--- src/rtl/uart_cmd_pkg.sv ---
// Shared opcodes, framing bytes, FSM state encodings and helpers for the uart command decoder.
package uart_cmd_pkg;

    localparam logic [7:0] CMD_WRITE    = 8'h01;
    localparam logic [7:0] CMD_READ     = 8'h02;
    localparam logic [7:0] SYNC_DEFAULT = 8'hA5;
    localparam logic [7:0] RESP_DEFAULT = 8'h5A;

    // CMD..CSUM are contiguous so the timeout window is a simple range check
    localparam logic [3:0] ST_HUNT   = 4'd0;
    localparam logic [3:0] ST_CMD    = 4'd1;
    localparam logic [3:0] ST_ADDR   = 4'd2;
    localparam logic [3:0] ST_DHI    = 4'd3;
    localparam logic [3:0] ST_DLO    = 4'd4;
    localparam logic [3:0] ST_CSUM   = 4'd5;
    localparam logic [3:0] ST_EXEC   = 4'd6;
    localparam logic [3:0] ST_RDWAIT = 4'd7;
    localparam logic [3:0] ST_RESP   = 4'd8;

    function automatic logic [7:0] err_inc(input logic [7:0] cnt);
        return (cnt == 8'hFF) ? cnt : cnt + 8'd1;
    endfunction

endpackage

--- src/rtl/uart_cmd_txq.sv ---
// 3-entry response byte queue: bulk load of 1..3 bytes, one byte per tx_pop answered with tx_ack.
module uart_cmd_txq
    import uart_cmd_pkg::*;
(
    input  logic            clk,
    input  logic            rst,
    input  logic            load,
    input  logic [1:0]      load_cnt,
    input  logic [2:0][7:0] load_bytes,
    input  logic            tx_pop,
    output logic [7:0]      tx_data,
    output logic            tx_ack,
    output logic            empty
);

    logic [2:0][7:0] mem;
    logic [1:0]      cnt;

    assign empty = (cnt == 2'd0);

    // Entry 0 is the head; a pop shifts the remaining bytes down
    always_ff @(posedge clk or posedge rst) begin
        if (rst) begin
            mem     <= '0;
            cnt     <= 2'd0;
            tx_data <= 8'h00;
            tx_ack  <= 1'b0;
        end else begin
            tx_ack <= 1'b0;
            if (load) begin
                mem <= load_bytes;
                cnt <= load_cnt;
            end else if (tx_pop && !tx_ack && cnt != 2'd0) begin
                tx_ack  <= 1'b1;
                tx_data <= mem[0];
                mem     <= {8'h00, mem[2], mem[1]};
                cnt     <= cnt - 2'd1;
            end
        end
    end

endmodule

--- src/rtl/uart_cmd_decoder.sv ---
// Framed register read/write packet parser between the uart and a register bus.
// Define UART_CMD_WRITE_ACK_EN to answer each successful write with a single RESP_BYTE.
module uart_cmd_decoder
    import uart_cmd_pkg::*;
#(
    parameter int unsigned TIMEOUT_CYCLES = 200000,
    parameter logic [7:0]  SYNC_BYTE      = SYNC_DEFAULT,
    parameter logic [7:0]  RESP_BYTE      = RESP_DEFAULT
) (
    input  logic        clk,
    input  logic        rst,
    input  logic [7:0]  rx_data,
    input  logic        rx_ack,
    input  logic        tx_pop,
    output logic [7:0]  tx_data,
    output logic        tx_ack,
    output logic [7:0]  reg_addr,
    output logic [15:0] reg_wdata,
    output logic        reg_we,
    output logic        reg_re,
    input  logic [15:0] reg_rdata,
    output logic [7:0]  err_cnt
);

    localparam int unsigned TW = $clog2(TIMEOUT_CYCLES + 1);
    localparam logic [TW-1:0] TMO_LAST = TW'(TIMEOUT_CYCLES - 1);

    logic [3:0]      state, state_d;
    logic            is_wr, is_wr_d;
    logic [7:0]      addr_q, addr_d, dhi_q, dhi_d, dlo_q, dlo_d, csum_q, csum_d;
    logic [TW-1:0]   tmo_q, tmo_d;
    logic [7:0]      err_d, reg_addr_d;
    logic [15:0]     reg_wdata_d;
    logic            we_d, re_d, in_pkt;
    logic            q_load, q_empty;
    logic [1:0]      q_cnt;
    logic [2:0][7:0] q_bytes;

    assign in_pkt = (state >= ST_CMD) && (state <= ST_CSUM);

    always_comb begin
        state_d     = state;
        is_wr_d     = is_wr;
        addr_d      = addr_q;
        dhi_d       = dhi_q;
        dlo_d       = dlo_q;
        csum_d      = csum_q;
        err_d       = err_cnt;
        reg_addr_d  = reg_addr;
        reg_wdata_d = reg_wdata;
        we_d        = 1'b0;
        re_d        = 1'b0;
        q_load      = 1'b0;
        q_cnt       = 2'd0;
        q_bytes     = {reg_rdata[7:0], reg_rdata[15:8], RESP_BYTE};
        tmo_d       = (in_pkt && !rx_ack) ? tmo_q + TW'(1) : '0;

        case (state)
            ST_HUNT: if (rx_ack && rx_data == SYNC_BYTE) state_d = ST_CMD;
            ST_CMD: if (rx_ack) begin
                if (rx_data == CMD_WRITE || rx_data == CMD_READ) begin
                    is_wr_d = (rx_data == CMD_WRITE);
                    csum_d  = rx_data;
                    state_d = ST_ADDR;
                end else begin
                    err_d   = err_inc(err_cnt);
                    state_d = ST_HUNT;
                end
            end
            ST_ADDR: if (rx_ack) begin
                addr_d  = rx_data;
                csum_d  = csum_q ^ rx_data;
                state_d = is_wr ? ST_DHI : ST_CSUM;
            end
            ST_DHI: if (rx_ack) begin
                dhi_d   = rx_data;
                csum_d  = csum_q ^ rx_data;
                state_d = ST_DLO;
            end
            ST_DLO: if (rx_ack) begin
                dlo_d   = rx_data;
                csum_d  = csum_q ^ rx_data;
                state_d = ST_CSUM;
            end
            ST_CSUM: if (rx_ack) begin
                if (rx_data == csum_q) begin
                    // Bus outputs only move here, so they hold between strobes
                    reg_addr_d = addr_q;
                    if (is_wr) reg_wdata_d = {dhi_q, dlo_q};
                    we_d    = is_wr;
                    re_d    = !is_wr;
                    state_d = ST_EXEC;
                end else begin
                    err_d   = err_inc(err_cnt);
                    state_d = ST_HUNT;
                end
            end
            ST_EXEC: begin
                if (rx_ack) err_d = err_inc(err_cnt);
                if (is_wr) begin
`ifdef UART_CMD_WRITE_ACK_EN
                    q_load  = 1'b1;
                    q_cnt   = 2'd1;
                    state_d = ST_RESP;
`else
                    state_d = ST_HUNT;
`endif
                end else begin
                    state_d = ST_RDWAIT;
                end
            end
            ST_RDWAIT: begin
                if (rx_ack) err_d = err_inc(err_cnt);
                q_load  = 1'b1;
                q_cnt   = 2'd3;
                state_d = ST_RESP;
            end
            ST_RESP: begin
                if (rx_ack) err_d = err_inc(err_cnt);
                if (q_empty) state_d = ST_HUNT;
            end
            default: state_d = ST_HUNT;
        endcase

        // A byte arriving on the expiry cycle keeps the packet alive
        if (in_pkt && !rx_ack && tmo_q == TMO_LAST) begin
            state_d = ST_HUNT;
            err_d   = err_inc(err_cnt);
            tmo_d   = '0;
        end
    end

    always_ff @(posedge clk or posedge rst) begin
        if (rst) begin
            state     <= ST_HUNT;
            is_wr     <= 1'b0;
            addr_q    <= 8'h00;
            dhi_q     <= 8'h00;
            dlo_q     <= 8'h00;
            csum_q    <= 8'h00;
            tmo_q     <= '0;
            err_cnt   <= 8'h00;
            reg_addr  <= 8'h00;
            reg_wdata <= 16'h0000;
            reg_we    <= 1'b0;
            reg_re    <= 1'b0;
        end else begin
            state     <= state_d;
            is_wr     <= is_wr_d;
            addr_q    <= addr_d;
            dhi_q     <= dhi_d;
            dlo_q     <= dlo_d;
            csum_q    <= csum_d;
            tmo_q     <= tmo_d;
            err_cnt   <= err_d;
            reg_addr  <= reg_addr_d;
            reg_wdata <= reg_wdata_d;
            reg_we    <= we_d;
            reg_re    <= re_d;
        end
    end

    uart_cmd_txq u_txq (
        .clk        (clk),
        .rst        (rst),
        .load       (q_load),
        .load_cnt   (q_cnt),
        .load_bytes (q_bytes),
        .tx_pop     (tx_pop),
        .tx_data    (tx_data),
        .tx_ack     (tx_ack),
        .empty      (q_empty)
    );

endmodule

--- config.mk ---
export PLATFORM = sky130hd
export DESIGN_NAME = uart_cmd_decoder
export DESIGN_NICKNAME = d
export VERILOG_FILES = /design/src/rtl/uart_cmd_pkg.sv /design/src/rtl/uart_cmd_txq.sv /design/src/rtl/uart_cmd_decoder.sv
export SDC_FILE = /design/constraint.sdc
export NUM_CORES = 1
export LEC_CHECK = 0
export CELL_PAD_IN_SITES_DETAIL_PLACEMENT = 2
export CELL_PAD_IN_SITES_GLOBAL_PLACEMENT = 2
export CORE_MARGIN = 2
export CORE_UTILIZATION = 30
export CTS_CLUSTER_DIAMETER = 30
export DETAILED_ROUTE_END_ITERATION = 6
export PLACE_DENSITY = 0.71
export SYNTH_ARGS = -nofsm -noshare
export SYNTH_HDL_FRONTEND = slang
export SYNTH_SLANG_ARGS = --single-unit
--- constraint.sdc ---
create_clock -name clk -period 7.4 [get_ports clk]
set_clock_uncertainty 0.15 [all_clocks]
set_input_delay 1.48 -clock clk [delete_from_list [all_inputs] [get_ports clk]]
set_output_delay 1.48 -clock clk [all_outputs]
set_load 0.02 [all_outputs]
==> results of run 1 <==
[sequential cells by signal, summed over array words and instances, names as in the netlist]
signal,flops
addr_q,8
u_txq.cnt,2
u_txq.tx_data,8
err_cnt,8
u_txq.tx_ack,1
u_txq.mem,24
reg_addr,8
is_wr,1
dlo_q,8
tmo_q,18
state,4
reg_re,1
dhi_q,8
reg_wdata,16
csum_q,8
reg_we,1
[metrics by stage]
stage / instance area, um^2 / hold slack, ps / std cells / util (%)
after detailed placement: 6294 / 314.2 / 778 / 35.28
after floorplan: 5405 / 290.6 / 501 / -
after global routing: 6909 / 364.2 / 808 / 38.73
after CTS: 6909 / 325.3 / 808 / 38.73
final: 6909 / 319.7 / 808 / 38.73
after global placement: 6294 / 301.5 / 778 / 35.28
[path summary, 6_finish.rpt]
kind | slack, ps | to
max in group asynchronous | 4390 | reg_wdata[5]
worst max-delay path | 3380 | reg_wdata[13]
worst min register to register | 320 | reg_wdata[8]
worst max register to register | 4510 | reg_wdata[13]
worst min-delay path | 320 | reg_wdata[8]
min in group asynchronous | 1410 | err_cnt[4]
[where the power goes]
part / leakage [nW] / internal [mW] / switching, mW / total [mW]
combinational: 1.14 / 0.114 / 0.169 / 0.284
clock: 0.299 / 0.585 / 0.295 / 0.880
sequential: 1.71 / 0.729 / 0.0471 / 0.776
total: 3.15 / 1.43 / 0.512 / 1.94
[kinds of logic after synthesis]
logic type	Yosys count	synth area share (%)
adder cells (fa/ha/maj)	3	0.6945
buffers and inverters	28	2.361
XOR/XNOR	34	5.509
AO/OA/AOI/OAI	54	6.736
AND/OR/NAND/NOR	216	18.56
multiplexers	42	8.727
flip-flops	124	57.41
[worst reg2reg max path: cells and delay by family (launching register included)]
| family | cells | cell delay (ps) |
|---|---|---|
| DFF | 1 | 540 |
| and+or+nand+nor | 6 | 2080 |
[layer usage]
layer | routed length (um) | track usage [%] | up-vias
met5 | 0 | 0 | -
met4 | 188 | 5.478 | 0
met3 | 466 | 4.607 | 17
met2 | 7441 | 27.59 | 63
met1 | 6231 | 19.35 | 2095
li1 | - | - | 1852
[cell type report]
cell class / instances / area, um^2 / area share (%)
Clock buffer: 23 / 478.0 / 6.918
Clock inverter: 7 / 137.6 / 1.992
Inverter: 5 / 21.27 / 0.3079
Multi-Input combinational cell: 349 / 2175 / 31.47
Sequential cell: 124 / 3103 / 44.91
Tap cell: 229 / 286.5 / 4.147
Timing Repair Buffer: 71 / 708.2 / 10.25
[Yosys cell counts, types with 8 or more instances]
library cell / count
dfrtp_1: 124
nand2_1: 106
nor2_1: 42
mux2_2: 40
xnor2_1: 23
nand3_1: 21
a21oi_1: 19
and3_1: 11
clkbuf_1: 11
xor2_1: 11
nand4_1: 10
a31oi_1: 9
a22o_1: 8
==> run summary, run 1 <==
The minimum setup slack after placement came out at 2960 ps. At the worst endpoint, the arrival time is 4170 ps. The worst max-slew margin expressed relative to the limit was 42.14%; the number of warnings issued by yosys was 0. TritonCTS built the clock tree. Post-CTS repair timing setup buffer count: 0.

The top-area cell type share of the netlist area was 57.41%. The library cells used most frequently in the layout, excluding fill and tap cells, are dfrtp_1, nand2_1, clkdlybuf4s50_1. After layout, the design draws a total of 1.940 mW. The die is 138.2 um tall. Summed over all cells, the static leakage comes to 3.149 nW. For the floorplan row count, the log shows 49. The routed wire length came out at 14330 um. For this block, the via count after detailed routing is 4027.

For the final worst slack, the log shows 3381 ps. Setup violations remaining at the end of the flow were counted as 0. The worst setup path is captured at a flop. The first global-routing pass estimated 24360 um of wire. The mean cell area of the mapped netlist was 10.79 um^2. Maximum VDD drop: 0.1522 mV. For the worst flop-to-flop path, the logic depth is 6. The tree is rooted in a clkbuf_16. Along the worst path, the maximum fanout reaches 16.

In this run the cell area of the synthesized design comes to 5405 um^2. The iteration count of the initial detailed-routing pass came out at 4. For this run the aggregate overflow at the end of global routing stands at 0.

The number of clock buffers added by TritonCTS is 17. The total clock sinks was 124. The routed design could run at a clock period as short as 4019 ps. Among all stages on the critical path, the largest delay is contributed by nand3_1. The number of different library cells used by synthesis comes to 46. The worst hold path belongs to the class flop to flop. The DRC violations left is 0. The number of antenna violations at the first check in global routing was 0. 71 I/O pins were placed. At the end of the flow, the number of nets in the layout was 599. Dividing the detail-routed wire length by the instance count gives 17.73 um.

The area growth from synthesis to layout is 27.82%. The share of flip-flops with an asynchronous set or reset after synthesis is 100.0%. The flow ran to the end, and the final reports show no timing, DRC or antenna violations.

The tools report the number of global-route vias before repair as 4588. After the first detailed-routing iteration, the DRC count stood at 165. The run gives 0 as the number of failing hold endpoints at the final stage. The die covers 19110 um^2. For the worst setup path, the data required time is 7550 ps.

Once detail routing completed, the nets flagged for antenna violations numbered 0. The antenna cell count is 0. Of the available clock period, the critical path in the final layout requires 54.31%. The number of buffers on the longest clock path is 2. The number of pins with negative max-slew slack in the final report was 0. In this run the most critical hold path is launched from reg_wdata[8]. When the netlist entered floorplanning its net count stood at 532.

Number of buffers added to fix hold violations after cts: 0. For this design the ratio of total power to cell area is 280.8 nW/um^2. Entering global routing, the biggest net connects 65 pins. For this run, the leading register cell type out of synthesis is dfrtp_1. The number of synthesized flops with an enable pin is 0.

The run gives 9654 um as the total half-perimeter wirelength after legalization and detailed placement. In the post-synthesis netlist, the biggest area contributors are dfrtp_1, mux2_2, nand2_1. Counting flops and latches in the post-synthesis netlist gives 124.

Once the floorplan was initialized, standard cells occupied 30.30% of the core. The count of buffers added on input and output ports is 70. Setup repair after global routing left no endpoint under its margin. The critical path goes through clkdlybuf4s50_1 -> xnor2_1 -> nand4_1 -> nor4b_2 -> nand3_1 -> nand2_1 -> nand2_1.

For the global routing usage summed across all routing layers, the log shows 16.05%. By instance count, the cell type seen most on the critical path is nand2_1. The worst hold path depth is 2, and the number of H-tree levels is 4.

The worst setup path startpoint is rx_data[5]. The die span in x was 138.2 um; the clock latency of the later-clocked register in the worst-skew pair was 420 ps. Slew at the pin closest to its max-slew limit: 865.4 ps.

The setup TNS is 0 ps. The tools report the number of max-cap violations as 0. The total stage count of the critical path came out at 7. In the routed layout, each cell is associated on average with a via count of 4.984. The tools report the number of filler cells placed in the layout as 1849. The tools report the beginning of the worst register-to-register path as state[3]. STA classifies the critical path startpoint as an input port. Leaving out fill and tap cells, the most frequent cell in the layout is dfrtp_1.

The dominant cell type by area after synthesis is dfrtp_1. Synthesis handed over a netlist of 501 instances. The run gives 57.41% as the post-synthesis sequential area ratio. The number of gates resized after CTS was 0. The region available for standard cell placement spans 17840 um^2. The critical path is of the input port to flop type.

The clock transition at the registers of the reported paths works out to 60 ps. The delay of the slowest cell on the worst path is 690 ps. The number of buffer and inverter stages on the critical path is 1, and the final estimated routing congestion in global placement is 0.7632.

The share of cells above drive strength 1 was 13.13%. In this design, the largest share of critical-path delay is due to simple AND/OR/NAND/NOR gates. The achievable clock frequency is 248.8 MHz.
Note: power is estimated with default switching activity, not from simulation.
==> inputs of run 2 (changes only) <==
Clock period 7.4 ns to 3.85 ns, I/O delays scaled along.
==> run 2 against run 1 <==
  * Clock-buffer cell count down 1
  * Via count up 0.47%
  * Highest routed layer unchanged
  * Critical path type unchanged
  * Global-route usage up 0.67 points
  * Final cell count up 0.99%
  * Final area up 0.98%
  * Critical path depth down 1
  * Hold slack worse by 5.0 ps
  * Sequential share of layout area down 0.43 points
==> run summary, run 2 (synthesis results as in run 1) <==
Routability-driven placement finished with a final weighted congestion of 0.8205. Clock group share of total power: 44.2%. The critical path goes through clkdlybuf4s50_1 -> or4_1 -> nor4_4 -> o31ai_2 -> nand2_1 -> mux2_1.

The setup TNS is 0 ps. The starting utilization of the core area is 30.30%, and the switching share of total power is 26.69%. Global routing consumed, over all layers together, 16.72% of the routing resources.

In this run, flip-flops and latches consume 40.9% of the power. The commonest non-fill, non-tap cell in the layout is dfrtp_1. The wire-length estimate of the detail-placed layout is 10490 um. In the final layout, the share of cells above drive strength 1 is 14.48%.

In this run the core area contains 49 standard-cell rows. Die span in x: 138.2 um. The delay of the slowest cell on the worst path works out to 660 ps.

The run gives 17840 um^2 as the area of the placeable core. Clock-pin slew was measured on the worst setup and hold paths at 50 ps. The slew at the pin closest to its max-slew limit works out to 1047 ps. For the number of routed nets with antenna violations, the log shows 0. The number of buffers inserted by port buffering works out to 70. The overall via count from detail_route is 4046, and the signed area change from the synthesized netlist to the final layout is 29.07%. The run gives 0 as the aggregate global routing overflow. For the maximum number of pins on one net before global-route repair, the log shows 41. STA classifies the critical path endpoint as a flop. Worst setup path startpoint: rx_data[3]. In this run, the number of DRC markers left after iteration 0 of detailed routing was 165.

Number of buffer and inverter stages on the critical path: 1. Classification of the worst-slack hold path: flop to flop. The run gives 39.11% as the post-layout utilization of the core.

Routed wire length: 15070 um. The first global-routing pass estimated 25300 um of wire. The path depth of the worst reg2reg path came out at 6.

Once the clock tree was built, the setup fixing pass inserted 0 buffers. The post-layout minimum cycle time works out to 2898 ps. At the end of the flow, the number of nets in the layout was 608. The number of pins with negative max-slew slack in the final report is 0, and the achievable clock frequency is 345.0 MHz.

For this design, the slowest cell found on the critical path is or4_1. Register with the highest flop count: u_txq.mem. During I/O placement, the number of pins put on the boundary was 71. The worst hold path terminates at reg_wdata[3]. For flop-to-flop paths, the worst setup slack is 1220 ps. The antenna cell count was 0.

In the layout the commonest cells are dfrtp_1, nand2_1, clkdlybuf4s50_1. The critical path's top delay family was simple AND/OR/NAND/NOR gates. In this run, post-CTS hold repair placed 0 buffers. Setup repair after global routing left no endpoint under its margin.

The tools report the kind of launch point of the worst setup path as an input port. Counting the buffers created by CTS gives 17. CTS placed an instance of clkbuf_16 at the clock tree root. The number of flip-flops under the largest register name came out at 24. The logs give 4666 for the number of global-route vias before repair and 0 for the number of setup violations in the final report. The tree built by TritonCTS fans out to 124 sinks. In this run the power density over the cells is 524.9 nW/um^2.

Across the run, the number of max-cap violations was 0. The post-route clock period utilization was 75.28%; the relative contribution of combinational cells to total power was 14.9%. The die covers 19110 um^2.

TritonCTS built the clock tree. The worst hold path was traced through 2 stages. The H-tree was split into 4 levels. In this run the power spent charging and discharging nets is 977.3 uW. The tools report the source of the worst hold timing path as reg_wdata[3]. The start-to-end type of the worst setup path is input port to flop.

For this run, design rule violations remaining after detail routing come to 0. The run finished with clean final reports. Data on the critical path arrives at its endpoint at 3040 ps. The internal power of the cells totals 2.685 mW. After detailed routing, the average wire length per cell comes to 18.47 um.

For the clock latency of the later-clocked register in the worst-skew pair, the log shows 420 ps. The cell leakage power is 3.183 nW. Endpoint of the most critical register-to-register path: err_cnt[1]. The finished cells cover 6977 um^2.

The data required time of the worst path is 3990 ps. The first detailed-routing pass took 4 iterations. The logs give 0 for the number of failing hold endpoints at the final stage and 0 for the number of antenna violations at the first check in global routing. Using the TritonRoute via totals, the vias-per-cell ratio works out to 4.958.

Measured along the y axis, the die boundary spans 138.2 um. The area of placed instances was 6387 um^2. IR analysis of the VDD net gives a maximum drop of 0.3078 mV. The largest registers in the layout are u_txq.mem x24, tmo_q x18, reg_wdata x16. The worst register-to-register path begins at state[2]. The logs give 1852 for the number of filler cells placed in the layout and 0 for the number of resized instances in the post-cts repair step.

The worst pin sits at a relative slew slack of 29.83%. The number of buffers on the longest clock path was 2; the maximum fanout along the worst path was 7.
-- run 2: cell count changes in the layout (fill, tap and decap cells not counted), sizes merged --
cell      previous run  this run
clkinvlp             1         3
bufinv               4         3
clkbuf              23        22
inv                  5         4
buf                  1        10
-- run 2: metal layers --
layer / wire [um] / vias up / track usage, %
li1: - / 1861 / -
met1: 6337 / 2102 / 20.34
met2: 8140 / 70 / 29.89
met3: 427 / 13 / 3.498
met4: 167 / 0 / 4.941
met5: 0 / - / 0
-- run 2: area by class of cell --
class	instances	area, um^2	area share [%]
clock buffers	22	474.2	6.797
repair buffers	80	800.8	11.48
clock inverters	7	115.1	1.650
well taps	229	286.5	4.107
inverters	5	22.52	0.3228
flip-flops and latches	124	3103	44.48
multi-input cells	349	2175	31.17
-- run 2: how the worst max path moves through the flow --
stage / to / cells after the start
2_1_floorplan: err_cnt[1] / 6
3_3_place_gp: err_cnt[1] / 6
3_5_place_dp: err_cnt[1] / 6
4_1_cts: err_cnt[1] / 6
5_1_grt: csum_q[5] / 6
6_report: err_cnt[1] / 6
-- run 2: power groups by stage --
stage	combinational (mW)	clock, mW	sequential (mW)
2_1_floorplan	0.326	0	1.52
3_3_place_gp	0.535	0	1.51
3_5_place_dp	0.557	0	1.52
4_1_cts	0.561	1.66	1.50
5_1_grt	0.610	1.71	1.51
6_report	0.546	1.62	1.50
-- run 2: per-stage QoR --
stage | power (mW) | worst slack [ps] | hold WS (ps) | instances
3_5_place_dp | 2.076 | 515.4 | 313.9 | 787
4_1_cts | 3.718 | 946.9 | 322.1 | 816
6_report | 3.662 | 951.6 | 314.7 | 816
2_1_floorplan | 1.844 | 1205 | 290.6 | 501
5_1_grt | 3.834 | 734.6 | 364.9 | 816
3_3_place_gp | 2.048 | 587.7 | 304.2 | 787
-- run 2: worst reg2reg max path, cell delays in order, from the launching register on --
cell and delay (ps):
dfrtp_1 520, or3_1 490, nand2_1 100, o211ai_1 140, o31ai_2 570, nand2_1 200, mux2_1 340
==> inputs of run 3 (changes only) <==
Clock period 3.85 ns to 2.75 ns, I/O delays scaled along.
==> run 3 against run 2 <==
  * Final cell count rose by 3.2%
  * Largest cell class unchanged
  * Sequential cell count unchanged
  * Die area stayed put
  * Via count grew 1.2%
  * Global-route usage fell by 0.11 points
  * Combinational power is 48% higher
  * Critical endpoint is now csum_q[6]
  * First-iteration DRC count down 1.8%
  * Register-to-register slack got worse by 820 ps
  * Clock power rose by 43%
  * Total power grew 42%
  * Routed wire length shrank 3.4%
==> run summary, run 3 (synthesis results as in run 1) <==
At the later pin of the worst-skew pair, clock insertion delay measures 410 ps. The signed area change from the synthesized netlist to the final layout works out to 32.69%. Hold is met by 319.8 ps. Based on the critical path, the design can be clocked at up to 395.6 MHz. The total half-perimeter wirelength after legalization and detailed placement came out at 10160 um. In this run the post-CTS setup repair buffer count came out at 0.

The cell with the most instances on the worst path is buf_4. The worst max-slew margin expressed relative to the limit is 51.95%, and the power density normalized to cell area is 727.1 nW/um^2. The DRC violations left was 0. The number of buffers inserted by port buffering works out to 70. The number of antenna violations at the first check in global routing was 0; the y dimension of the die was 138.2 um.

Global routing finished with a remaining overflow of 0. VDD sags by at most 0.4500 mV. For this configuration, the core starts out at a cell density of 30.30%. The register with the most flip-flops in the final layout is u_txq.mem. The critical path goes through clkdlybuf4s50_1 -> or4_1 -> nor4_4 -> buf_4 -> o21a_1 -> buf_4 -> nor2_1 -> a311oi_1. TritonCTS built the clock tree.

The core region is 17840 um^2. The number of filler cells placed in the layout is 1825, and the post-placement cell count is 810. In the final routed layout, each cell accounts on average for 17.30 um.

On the critical path, the stage with the largest delay is an instance of or4_1. Cells with a size suffix above 1 make up 18.27% of the layout. For the finished layout, the period the worst path requires is 2528 ps. The kind of launch point of the worst setup path was an input port. The analysis attributes to cell leakage a power of 3.308 nW. The tools report the number of global-route vias before repair as 4804.

The number of pins with negative max-slew slack in the final report is 0, and the delay of the slowest cell on the worst path is 640 ps. In this run the number of H-tree levels came out at 4. Setup repair after global routing left no endpoint under its margin. Clock-pin slew was measured on the worst setup and hold paths at 60 ps.

Across every metal layer, demand over resource in global routing totals 16.61%. In the layout the commonest cells are dfrtp_1, nand2_1, clkdlybuf4s50_1. The final estimated routing congestion in global placement is 0.7879, and the total die area is 19110 um^2. Maximum fanout along the worst path: 5.

The count of cells in the finished layout, fillers not included, comes to 842. For the final routed database, the setup TNS stands at 0 ps. The number of buffers added to fix hold violations after cts is 0. The routed wire length was 14570 um; the count of pins on the block boundary was 71. For the global-route wire length before repair, the log shows 25520 um.

The die is 138.2 um wide. The critical path in this run is classified as input port to flop. Setup violations remaining at the end of the flow were counted as 0. The classification of the worst-slack hold path is flop to flop. In this run the remaining antenna-violating nets after routing total 0. Across the whole layout, storage elements account for 3103 um^2. Clock tree synthesis selected as its root buffer the cell clkbuf_16. The number of failing hold endpoints at the final stage is 0, and the number of buffers on the longest clock path is 2.

The slew at the pin closest to its max-slew limit is 720.8 ps, and the post-route clock period utilization is 91.92%. The flow ran to the end, and the final reports show no timing, DRC or antenna violations. The total CTS buffers was 17.

The number of antenna diodes in the final layout is 0. The tool flagged a number of max-cap violations equal to 0. The iteration count of the initial detailed-routing pass is 4.

The library cell used most frequently in the layout, excluding fill and tap cells, is dfrtp_1. The worst setup path is captured at a flop. Summing over every cut layer, the via total after detailed routing is 4093. The area used by multi-input combinational logic is 2175 um^2, and the average vias per placed instance is 4.861. The run gives 2900 ps as the data required time of the worst path. The register with the most flip-flops in the layout has 24 of them.

Arrival time at the worst endpoint: 2680 ps. In this run the cell area measured after placement is 6560 um^2. In the final design database the tool counted 631 nets.

The post-route cell area was 7172 um^2; the iteration-0 DRC count of the detailed router was 162. Entering global routing, the biggest net connects 125 pins. The tree built by TritonCTS fans out to 124 sinks.

The largest registers in the layout are u_txq.mem x24, tmo_q x18, reg_wdata x16. The number of gates resized after CTS was 0. The floorplan row count was 49.
[run 3: cell count changes in the layout (fill, tap and decap cells not counted), sizes merged]
cell / delta
buf: +23
clkbuf: -1
clkinv: +3
clkinvlp: +1
[run 3: final cells by class]
cell class | instances | share of cell area, %
repair buffers | 103 | 13.57
well taps | 229 | 3.995
inverters | 5 | 0.3140
flip-flops and latches | 124 | 43.27
clock buffers | 21 | 6.560
clock inverters | 11 | 1.971
multi-input cells | 349 | 30.32
[run 3: power by group]
group          total (mW)  switching [mW]  internal [mW]
Sequential           2.10           0.134           1.96
Combinational       0.810           0.467          0.343
Clock                2.31           0.819           1.49
[run 3: metrics by stage]
| step | setup slack (ps) | power [mW] | util (%) |
|---|---|---|---|
| after CTS | 214.6 | 5.293 | 40.20 |
| after global placement | -81.47 | 2.895 | 36.77 |
| after floorplan | 325.2 | 2.582 | - |
| after global routing | 75.65 | 5.475 | 40.20 |
| final | 222.2 | 5.215 | 40.20 |
| after detailed placement | -207.7 | 2.948 | 36.77 |
[run 3: critical path: cells and delay by family]
family,cells,cell delay (ps)
buf+inv,3,730
compound gates,2,380
simple gates,3,1020
[run 3: worst paths after layout]
path                               from  cells after the start      endpoint  slack [ps]
min in group asynchronous           rst                      3   reg_addr[0]         510
setup / recovery             rx_data[3]                      8     csum_q[6]         220
max in group asynchronous           rst                      3      state[0]        1370
setup reg to reg               tmo_q[7]                      6    err_cnt[1]         400
hold reg to reg            reg_wdata[4]                      2  reg_wdata[4]         320
hold / removal             reg_wdata[4]                      2  reg_wdata[4]         320
[run 3: metal layers]
| metal | global-route usage (%) | up-vias | share of wire [%] |
|---|---|---|---|
| li1 | - | 1915 | - |
| met1 | 20.04 | 2112 | 43 |
| met2 | 29.60 | 57 | 53 |
| met3 | 4.018 | 9 | 2.7 |
| met4 | 4.672 | 0 | 0.93 |
| met5 | 0 | - | 0 |
